[config.mk]
export PLATFORM = sky130hd
export DESIGN_NAME = mem_arbiter_2port_32bit
export DESIGN_NICKNAME = d
export VERILOG_FILES = /design/src/rtl/mem_arbiter_2port_32bit.sv
export SDC_FILE = /design/constraint.sdc
export NUM_CORES = 1
export LEC_CHECK = 0
export ABC_AREA = 1
export BUFFER_PORTS_ARGS = -buffer_cell sky130_fd_sc_hd__clkbuf_2
export CORE_AREA = 3 3 97 99
export DETAILED_ROUTE_END_ITERATION = 6
export DIE_AREA = 0 0 100 102
export PLACE_DENSITY = 0.64
export SETUP_SLACK_MARGIN = 0.05
export SLEW_MARGIN = 40
export SYNTH_ARGS = -nofsm -noshare
export SYNTH_HDL_FRONTEND = slang
export SYNTH_SLANG_ARGS = --single-unit
export TNS_END_PERCENT = 10
[constraint.sdc]
create_clock -name clk -period 3.2 [get_ports clk]
set_clock_uncertainty 0.15 [all_clocks]
set_input_delay 0.32 -clock clk [delete_from_list [all_inputs] [get_ports clk]]
set_output_delay 0.32 -clock clk [all_outputs]
set_load 0.05 [all_outputs]
[src/rtl/mem_arbiter_2port_32bit.sv]
// Round-robin arbiter sharing one 32-bit RAM (four byte lanes) between the CPU data port (A)
// and the debug loader (B). Each access takes an issue cycle followed by a completion cycle.
module mem_arbiter_2port_32bit #(
    parameter int ADDR_WIDTH = 14
) (
    input  logic                  clk,
    input  logic                  reset_n,
    input  logic                  a_req,
    input  logic                  a_we,
    input  logic [ADDR_WIDTH-1:0] a_addr,
    input  logic [3:0]            a_be,
    input  logic [31:0]           a_wdata,
    output logic                  a_ack,
    output logic [31:0]           a_rdata,
    input  logic                  b_req,
    input  logic                  b_we,
    input  logic [ADDR_WIDTH-1:0] b_addr,
    input  logic [3:0]            b_be,
    input  logic [31:0]           b_wdata,
    output logic                  b_ack,
    output logic [31:0]           b_rdata,
    output logic [ADDR_WIDTH-1:0] mem_addr,
    output logic [31:0]           mem_din,
    output logic [3:0]            mem_we,
    input  logic [31:0]           mem_dout
);

    // state   | meaning
    // IDLE    | no access in flight; issues the winner's access this cycle
    // DONE_A  | port A access completing; ack and read data to A
    // DONE_B  | port B access completing; ack and read data to B
    typedef enum logic [1:0] {
        IDLE   = 2'd0,
        DONE_A = 2'd1,
        DONE_B = 2'd2
    } state_t;

    typedef enum logic {
        GRANT_A = 1'b0,
        GRANT_B = 1'b1
    } grant_t;

    state_t state_q, state_d;
    grant_t last_grant_q, last_grant_d;
    logic   win_a, win_b;

    always_ff @(posedge clk) begin
        if (!reset_n) begin
            state_q      <= IDLE;
            last_grant_q <= GRANT_B;
        end else begin
            state_q      <= state_d;
            last_grant_q <= last_grant_d;
        end
    end

    // On a tie the port that did not win last time goes next.
    assign win_a = a_req && (!b_req || (last_grant_q == GRANT_B));
    assign win_b = b_req && !win_a;

    always_comb begin
        state_d      = state_q;
        last_grant_d = last_grant_q;
        mem_addr     = '0;
        mem_din      = '0;
        mem_we       = '0;
        a_ack        = 1'b0;
        a_rdata      = '0;
        b_ack        = 1'b0;
        b_rdata      = '0;
        unique case (state_q)
            IDLE: begin
                if (win_a) begin
                    mem_addr     = a_addr;
                    mem_din      = a_wdata;
                    mem_we       = {4{a_we}} & a_be;
                    state_d      = DONE_A;
                    last_grant_d = GRANT_A;
                end else if (win_b) begin
                    mem_addr     = b_addr;
                    mem_din      = b_wdata;
                    mem_we       = {4{b_we}} & b_be;
                    state_d      = DONE_B;
                    last_grant_d = GRANT_B;
                end
            end
            // Completion is suppressed while reset is held so an interrupted access never acks.
            DONE_A: begin
                a_ack   = reset_n;
                a_rdata = reset_n ? mem_dout : 32'h0;
                state_d = IDLE;
            end
            DONE_B: begin
                b_ack   = reset_n;
                b_rdata = reset_n ? mem_dout : 32'h0;
                state_d = IDLE;
            end
            default: state_d = IDLE;
        endcase
    end

endmodule

Yosys cells after proc, flatten, opt, wreduce, memory -nomap -nowiden
Index checks and enable logic that the tools add are counted.
{"block": "classes", "eq_ne": 2, "n_mux": 18, "bitwise": 4, "reduce_logical": 10}
{"op": "32-bit 2-to-1 mux", "n": 6}
{"op": "14-bit 2-to-1 mux", "n": 3}
{"op": "4-bit 2-to-1 mux", "n": 3}
{"op": "4-bit bitwise AND", "n": 2}
{"op": "1-bit 2-to-1 mux", "n": 6}
{"op": "2-bit AND reduction", "n": 2}
{"op": "3-bit OR reduction", "n": 1}
{"op": "2-bit by 1-bit equality test with 1-bit output (second input constant)", "n": 1}
{"op": "2-bit equality test (second input constant)", "n": 1}
{"op": "1-bit logical AND", "n": 2}
{"op": "1-bit logical NOT", "n": 2}
{"op": "2-bit logical NOT", "n": 1}
{"op": "1-bit NOT", "n": 2}
{"op": "2-bit nonzero test", "n": 1}
{"op": "1-bit logical OR", "n": 1}
{"block": "totals", "reg_bits": 3, "in_bits": 138, "output_inout_bits": 116}

Logic depth before layout (Yosys ltp)
Gate-level depths: netlist (run 1).
{"block": "depth", "depth_word": 8, "mapped_depth": 6, "mapped_depth_nobuf": 5}

Worst setup path after synthesis (run 1)
OpenSTA, ideal clock, no wires.
{"block": "synth_path", "kind": "reg-to-output", "startpoint": "register state_q[1]", "endpoint": "output b_rdata[22]", "t_arrival_ns": 1.393, "required_ns": 2.730, "path_slack_ns": 1.337, "path_stages_with_launch": 6, "path_buffers": 1, "path_cell_list": "dfxtp_1 -> inv_1 -> nor2_1 -> nand2_1 -> buf_2 -> nor2_1"}
{"block": "synth_via", "elab_chain_cells": 2}
{"item": "from (decl)", "line_no": "43", "rtl": "state_t state_q, state_d;"}
{"item": "from (signal assigned)", "line_no": "52", "rtl": "state_q <= state_d;"}
{"item": "2-bit equality test", "line_no": "71", "rtl": "unique case (state_q)"}
{"item": "32-bit 2-to-1 mux", "line_no": "71"}
{"item": "to (decl)", "line_no": "21", "rtl": "output logic [31:0] b_rdata,"}
Every way passes these cells.

Final worst setup path (run 1)
{"block": "layout_path", "startpoint": "register last_grant_q", "endpoint": "output mem_din[30]"}
{"block": "layout_via", "elab_chain_cells": 7}
{"item": "from (decl)", "line_no": "44", "rtl": "grant_t last_grant_q, last_grant_d;"}
{"item": "from (signal assigned)", "line_no": "53", "rtl": "last_grant_q <= last_grant_d;"}
{"item": "1-bit logical OR (*)", "line_no": "58", "rtl": "assign win_a = a_req && (!b_req || (last_grant_q == GRANT_B));"}
{"item": "1-bit logical AND (*)", "line_no": "58"}
{"item": "1-bit logical NOT", "line_no": "59", "rtl": "assign win_b = b_req && !win_a;"}
{"item": "1-bit logical AND", "line_no": "59"}
{"item": "32-bit 2-to-1 mux", "line_no": "79", "rtl": "end else if (win_b) begin"}
{"item": "32-bit 2-to-1 mux (*)", "line_no": "73", "rtl": "if (win_a) begin"}
{"item": "32-bit 2-to-1 mux (*)", "line_no": "71"}
{"item": "to (decl)", "line_no": "23", "rtl": "output logic [31:0] mem_din,"}
Mark *: on every way between the ends. The rest lies on a longest branch, timed or not.

==> flow_metrics.tcl, run 1 <==
set metrics [dict create \
    cts.sinks 3 \
    core_area_mm2 0.00864 \
    start_kind "flop" \
    rr_endpoint "state_q[1]" \
    ys_warn_count 0 \
    setup_viol 0 \
    clk_path_buf_depth 2 \
    drv_cap 0 \
    slew_violations 0 \
    syn_area_mm2 0.00157 \
    antenna-diode-count 0 \
    n_fill_cell 967 \
    overflow 0 \
    tightestPinTransition_ns 0.574 \
    syn_avg_cell_area_um2 4.91 \
    hold_depth 2 \
    grt_usage_pct 13.7 \
    dieWidth_um 100 \
    reg2reg_slack_ns 1.75 \
    antenna_found_initial 0 \
    root_buffer "clkbuf_8" \
    port_buffers 253 \
    routedWlPerCell_um 11.9 \
    io_pins 254 \
    synthCells 320 \
    path_max_fanout 31 \
    drive_above_1_share_pct 49.3 \
    grt_setup_unrepaired "false" \
    cts_buffers 3 \
    yosys_register_bits 3 \
    place.gp.congestion 0.826 \
    path_clk_slew_ns 0.03 \
    crit_slowest_cell "nand2_2" \
    design_area_mm2 0.00287 \
    start_util_pct 18.2 \
    cts_tree "done" \
    fin_crit_ns 2.41 \
    ctsHoldBuffers 0 \
    synth.net_count 458 \
    wl_um 7840 \
    cts_setup_buffers 0 \
    reg2regPathDepth 5 \
    htree_levels 1 \
    finalNetCount 689 \
    cts_resized 0 \
    slew-limit-headroom_pct 61.8 \
    first_pass_iters 5 \
    fin_crit_sh_pct 75.3 \
    p_per_area_mw_per_mm2 304 \
    setup_tns_ns 0 \
    grt_pass1_wl_um 11600 \
    crit_path_end_kind "output pin" \
    drc 0 \
    ir_worst_vdd_mv 0.0898 \
    crit_type "flop to output pin" \
    min_path_type "input port to flop" \
    detail_route.vias_per_cell 4.43 \
    whs_endpoint "last_grant_q" \
    clock.fmax_mhz 415 \
    grt_max_degree 76 \
    hold_viol 0 \
    die_h_um 102 \
    crit_chain "inv_1 -> nand2_2 -> buf_4 -> nand4_1 -> nand2_1 -> clkbuf_2" \
    crit_family "buffers and inverters" \
    path_buf_inv 3 \
    arrival_ns 1.94 \
    place_hpwl_um 6490 \
    power_leakage_nw 2.05 \
    required_ns 2.73 \
    yosysSeqAreaShare_pct 3.82 \
    num_vias 2912 \
    clk_latency_ns 0.22 \
    postPlaceCellArea_mm2 0.00282 \
    floorplan.rows 34 \
    drtAntennaViolNets 0 \
    synthToLayoutAreaGrowth_pct 82.5 \
    synthDistinctLibCells 18 \
    hold_start "reset_n" \
    worstReg2RegStart "last_grant_q" \
    drt-initial-drc-count 69 \
    status "complete, no violations" \
    fp.dieArea_mm2 0.0102 \
    grt_pass1_vias 2590 \
    cp_slowest_stage_delay_ns 0.43 \
]
## cells in the mapped netlist, drive strengths merged
cell type / instances / share of area, %
a21oi: 2 / 1.4
buf: 32 / 13
clkbuf: 1 / 0.24
dfxtp: 3 / 3.8
inv: 45 / 11
nand2: 67 / 16
nand3: 52 / 18
nand4: 50 / 20
nor2: 67 / 16
o21ai: 1 / 0.32
## registers in the layout (all words and copies together), names as in the netlist
register,count
last_grant_q,1
state_q,2
## layout by cell type, fill, tap and decap left out, drive strengths merged
master / netlist / routed
dfxtp: 3 / 3
o21ai: 1 / 1
buf: 32 / 6
nand3: 52 / 52
clkbuf: 1 / 257
nand4: 50 / 50
nor2: 67 / 67
inv: 45 / 45
nand2: 67 / 67
a21oi: 2 / 2
## per-layer routing
metal | vias to the layer above | share of wire [%] | global-route usage (%)
li1 | 1498 | - | -
met1 | 1248 | 37 | 14.5
met2 | 160 | 51 | 27.1
met3 | 6 | 11 | 3.28
met4 | 0 | 1.0 | 3.32
met5 | - | 0 | 0
## how the worst max path moves through the flow
stage                             from           to  cells past startpoint
after detailed placement         a_req   mem_din[5]                      6
after floorplan             state_q[1]  b_rdata[22]                      5
final                     last_grant_q  mem_din[30]                      6
after global routing      last_grant_q  mem_addr[2]                      6
after global placement           a_req  mem_addr[5]                      6
after CTS                 last_grant_q  mem_din[30]                      6
## report_power, final
group / total [W] / internal (W) / leakage, nW / switching [W]
sequential: 0.0000453 / 0.0000409 / 0.0248 / 0.00000434
clock: 0.000109 / 0.0000849 / 0.0228 / 0.0000245
combinational: 0.000716 / 0.000181 / 2.00 / 0.000535
## stage by stage
step / util [%] / hold slack, ns / worst slack [ns] / total power (W) / std cells
floorplan: - / 0.239 / 1.34 / 0.000580 / 320
global route: 33.2 / 0.179 / 0.574 / 0.000932 / 658
global placement: 32.7 / 0.373 / 0.824 / 0.000758 / 654
finish: 33.2 / 0.172 / 0.791 / 0.000871 / 658
CTS: 33.2 / 0.167 / 0.759 / 0.000879 / 658
detailed placement: 32.7 / 0.374 / 0.781 / 0.000765 / 654
## layout make-up
| type | instances | area (µm²) | area share, % |
|---|---|---|---|
| multi-input cells | 239 | 1130 | 39.6 |
| flip-flops and latches | 3 | 60.1 | 2.09 |
| inverters | 45 | 169 | 5.89 |
| well taps | 108 | 135 | 4.71 |
| clock buffers | 4 | 45.0 | 1.57 |
| repair buffers | 259 | 1320 | 46.2 |
## cell families (layout without fill, tap and decap cells)
kind of cell    after synthesis  count (layout)  share of synthesized area (%)
compound gates                3               3                           1.67
flops                         3               3                           3.82
buf+inv                      78             308                           24.4
simple gates                236             236                           70.1
Power figures use the tool's default switching activity.
==> run 2: changes to the inputs <==
- CORE_AREA: 3 3 97 99 -> 3 3 98 100
- DIE_AREA: 0 0 100 102 -> 0 0 101 103
- PLACE_DENSITY: 0.64 -> 0.63
- clock period: 3.2 -> 2.3 ns (I/O delays scaled with it)
==> run 2 against run 1 <==
Clock power grew 43%. Sequential share of layout area shrank 0.088 points. Count of clock-buffer cells in the layout is the same. Non-clock buffer count grew 3. Sequential cell count is the same. Combinational power grew 47%. First-iteration DRC count grew 28%. Die area grew 2.0%. Via count grew 0.69%. Worst hold slack lost 0.099 ns. Worst setup slack lost 0.56 ns. Power grew 46%. Critical endpoint is now mem_din[22].
==> flow_metrics.tcl, run 2 (synthesis results as in run 1) <==
set metrics [dict create \
    largest_register_ffs 2 \
    synthToLayoutAreaGrowth_pct 90.4 \
    grt_pass1_wl_um 11800 \
    overflow 0 \
    multiInputGateArea_mm2 0.00113 \
    drt-initial-drc-count 88 \
    place_hpwl_um 6790 \
    wl_um 8170 \
    top_regs "state_q: 2 flops, last_grant_q: 1 flops" \
    path_max_fanout 34 \
    ctsHoldBuffers 0 \
    routedWlPerCell_um 12.3 \
    slew-limit-headroom_pct 72.1 \
    cts_setup_buffers 0 \
    layout.cells.most_common "clkbuf_2" \
    root_buffer "clkbuf_8" \
    required_ns 1.92 \
    cts_tree "done" \
    htree_levels 1 \
    clk_path_buf_depth 2 \
    cp_slowest_stage_delay_ns 0.38 \
    start_kind "flop" \
    first_pass_iters 4 \
    setup_viol 0 \
    crit_chain "inv_1 -> nand2_2 -> buf_12 -> nand4_1 -> nand2_1 -> clkbuf_2" \
    slew_violations 0 \
    arrival_ns 1.69 \
    drtAntennaViolNets 0 \
    cts.sinks 3 \
    status "complete, no violations" \
    tightestPinTransition_ns 0.418 \
    p_per_area_mw_per_mm2 423 \
    ir_worst_vdd_mv 0.171 \
    grt_usage_pct 13.6 \
    fin_cells 662 \
    die_h_um 103 \
    power_leakage_nw 2.10 \
    cts_resized 0 \
    min_path_type "input port to flop" \
    drc 0 \
    layout_common_cells "247 x clkbuf_2, 66 x nor2_1, 66 x nand2_1" \
    io_pins 254 \
    fin_crit_sh_pct 90.0 \
    detail_route.vias_per_cell 4.43 \
    place_inst 657 \
    clock.fmax_mhz 483 \
    start_util_pct 17.9 \
    finalNetCount 692 \
    grt_max_degree 60 \
    clk_latency_ns 0.22 \
    floorplan.rows 34 \
    crit_path_end_kind "output pin" \
    drive_above_1_share_pct 49.4 \
    hold_viol 0 \
    grt_pass1_vias 2510 \
    antenna_found_initial 1 \
    regArea_um2 60.1 \
    setup_tns_ns 0 \
    crit_type "flop to output pin" \
    fp.dieArea_mm2 0.0104 \
    port_buffers 253 \
    dieWidth_um 101 \
    core_area_mm2 0.00876 \
    path_clk_slew_ns 0.03 \
    grt_setup_unrepaired "false" \
    cts_buffers 3 \
    regMostFlops "state_q" \
    crit_slowest_cell "dfxtp_1" \
    fin_crit_ns 2.07 \
    num_vias 2932 \
    place.gp.congestion 0.804 \
    n_fill_cell 966 \
    drv_cap 0 \
]
run 2: changes by cell type in the layout (fill, tap and decap cells not counted):
cell      before  now
buf_12         1    8
clkbuf_2     253  247
buf_4          5    7
diode_2        0    1
nand2_1       65   66
nand2_2        2    1
run 2: final timing paths:
path                     start      endpoint  slack [ns]  depth (start not counted)
hold reg to reg     state_q[0]    state_q[0]        0.38                          2
hold / removal         reset_n  last_grant_q        0.07                          2
setup / recovery  last_grant_q   mem_din[22]        0.23                          6
setup reg to reg  last_grant_q    state_q[1]        0.83                          6
run 2: critical path, delay by kind of cell (launching register included):
kind          cells  cell delay, ns
buf+inv           3            0.60
flops             1            0.38
simple gates      3            0.48
run 2: per-stage QoR:
| step | total power, W | instance area (µm²) | hold slack [ns] | util [%] | setup slack, ns |
|---|---|---|---|---|---|
| after floorplan | 0.000806 | 1570 | 0.149 | - | 0.527 |
| after global placement | 0.00111 | 2950 | 0.286 | 33.6 | 0.496 |
| after detailed placement | 0.00112 | 2950 | 0.297 | 33.6 | 0.448 |
| after CTS | 0.00128 | 2990 | 0.0718 | 34.1 | 0.230 |
| after global routing | 0.00134 | 2990 | 0.0986 | 34.2 | 0.0784 |
| final | 0.00127 | 2990 | 0.0729 | 34.2 | 0.229 |
run 2: final cells by class:
cell class / instances / share of cell area, %
well taps: 108 / 4.52
clock buffers: 4 / 1.51
repair buffers: 262 / 48.4
flip-flops and latches: 3 / 2.01
inverters: 45 / 5.64
multi-input cells: 239 / 37.8
diodes: 1 / 0.0836
run 2: report_power, final:
part	internal [W]	switching, W
Clock	0.000118	0.0000375
Combinational	0.000295	0.000754
Sequential	0.0000569	0.00000572
Total	0.000470	0.000797
run 2: routing by layer:
| metal | GRT usage [%] | vias to the layer above | wire (µm) |
|---|---|---|---|
| met3 | 1.96 | 6 | 748 |
| met4 | 3.48 | 0 | 93 |
| li1 | - | 1506 | - |
| met2 | 25.5 | 149 | 4240 |
| met1 | 16.1 | 1271 | 3090 |
| met5 | 0 | - | 0 |
==> run 3: changes to the inputs <==
- CORE_AREA: 3 3 98 100 -> 3 3 97 99
- DIE_AREA: 0 0 101 103 -> 0 0 100 102
- PLACE_DENSITY: 0.63 -> 0.64
- clock period: 2.3 -> 2.7 ns (I/O delays scaled with it)
==> run 3 against run 2 <==
Cell area increased by 1.0%. Combinational power decreased by 13%. Register-to-register slack improved by 0.31 ns. Critical path depth decreased by 1. Die area decreased by 2.0%. Sequential power decreased by 15%.
==> flow_metrics.tcl, run 3 (synthesis results as in run 1) <==
set metrics [dict create \
    status "complete, no violations" \
    port_buffers 253 \
    setup_tns_ns 0 \
    htree_levels 1 \
    top_regs "state_q: 2 flops, last_grant_q: 1 flops" \
    place_inst 656 \
    reg2reg_slack_ns 1.14 \
    ir_worst_vdd_mv 0.110 \
    cts_buffers 3 \
    drc 0 \
    die_h_um 102 \
    synthToLayoutAreaGrowth_pct 92.4 \
    whs_endpoint "last_grant_q" \
    detail_route.vias_per_cell 4.40 \
    multiInputGateArea_mm2 0.00113 \
    n_fill_cell 957 \
    drt-initial-drc-count 61 \
    cts_resized 0 \
    p_per_area_mw_per_mm2 362 \
    cts.sinks 3 \
    largest_register_ffs 2 \
    finalNetCount 691 \
    cts_tree "done" \
    grt_max_degree 53 \
    hold_viol 0 \
    hold_start "reset_n" \
    layout_common_cells "246 x clkbuf_2, 66 x nor2_1, 66 x nand2_1" \
    drive_above_1_share_pct 49.3 \
    min_path_type "input port to flop" \
    floorplan.rows 34 \
    power_leakage_nw 2.10 \
    antenna_found_initial 0 \
    root_buffer "clkbuf_8" \
    drtAntennaViolNets 0 \
    rr_endpoint "last_grant_q" \
    cts_setup_buffers 0 \
    fin_crit_sh_pct 82.2 \
    grt_pass1_vias 2582 \
    required_ns 2.28 \
    clk_path_buf_depth 2 \
    crit_path_end_kind "output pin" \
    regArea_um2 60.1 \
    regMostFlops "state_q" \
    overflow 0 \
    core_area_mm2 0.00864 \
    start_util_pct 18.2 \
    slew-limit-headroom_pct 63.2 \
    slew_violations 0 \
    fin_cells 660 \
    fin_crit_ns 2.22 \
    num_vias 2906 \
    grt_setup_unrepaired "false" \
    worstReg2RegStart "state_q[1]" \
    reg2regPathDepth 5 \
    place.gp.congestion 0.830 \
    tightestPinTransition_ns 0.550 \
    arrival_ns 1.80 \
    first_pass_iters 4 \
    grt_usage_pct 14.2 \
    start_kind "flop" \
    grt_pass1_wl_um 12000 \
    path_clk_slew_ns 0.03 \
    routedWlPerCell_um 12.3 \
    antenna-diode-count 0 \
    fp.dieArea_mm2 0.0102 \
    clk_latency_ns 0.22 \
    wl_um 8140 \
    path_max_fanout 40 \
    layout.cells.most_common "clkbuf_2" \
    ctsHoldBuffers 0 \
    clock.fmax_mhz 450 \
    hold_depth 2 \
    setup_viol 0 \
    drv_cap 0 \
    io_pins 254 \
    dieWidth_um 100 \
    place_hpwl_um 6750 \
    crit_type "flop to output pin" \
]
[run 3: cell types whose count changed in the layout (fill, tap and decap cells not counted), sizes merged]
cell / before / now
diode: 1 / 0
clkbuf: 251 / 250
[run 3: worst max-delay path, stage by stage (launching register included)]
cell and delay (ns):
dfxtp_1 0.33, nor2_4 0.46, buf_12 0.27, nand4_1 0.13, nand2_1 0.10, clkbuf_2 0.28
[run 3: worst max-delay path by stage]
stage / startpoint / endpoint / slack, ns / depth (start not counted)
floorplan: state_q[1] / b_rdata[22] / 0.89 / 5
global placement: b_req / mem_din[28] / 0.73 / 7
detailed placement: b_req / mem_din[25] / 0.69 / 7
CTS: state_q[1] / mem_addr[10] / 0.48 / 5
global route: state_q[0] / mem_din[26] / 0.37 / 5
finish: state_q[1] / mem_addr[10] / 0.48 / 5
[run 3: per-stage QoR]
stage / instance area (µm²) / hold slack (ns) / power [W] / util (%) / worst slack, ns
final: 3020 / 0.121 / 0.00109 / 35.0 / 0.479
after global routing: 3020 / 0.141 / 0.00116 / 35.0 / 0.368
after CTS: 3020 / 0.118 / 0.00110 / 35.0 / 0.478
after detailed placement: 2980 / 0.344 / 0.000967 / 34.5 / 0.689
after global placement: 2980 / 0.324 / 0.000959 / 34.5 / 0.734
after floorplan: 1570 / 0.189 / 0.000687 / - / 0.887
[run 3: where the power goes]
group	total, W	leakage (nW)	internal (W)	switching, W
combinational	0.000909	2.06	0.000263	0.000646
clock	0.000132	0.0228	0.000101	0.0000310
sequential	0.0000533	0.0248	0.0000485	0.00000482
[run 3: cell type report]
class | instances | area share [%]
inverter | 45 | 5.59
multi-input combinational | 239 | 37.5
tap | 108 | 4.47
clock buffer | 4 | 1.49
timing repair buffer | 261 | 49.0
sequential | 3 | 1.99
[run 3: layer usage]
| metal | wire length (µm) | vias to the layer above | GRT usage, % |
|---|---|---|---|
| met1 | 3080 | 1237 | 16.2 |
| met2 | 4120 | 157 | 27.2 |
| met5 | 0 | - | 0 |
| met3 | 841 | 8 | 3.21 |
| met4 | 93 | 0 | 2.90 |
| li1 | - | 1504 | - |
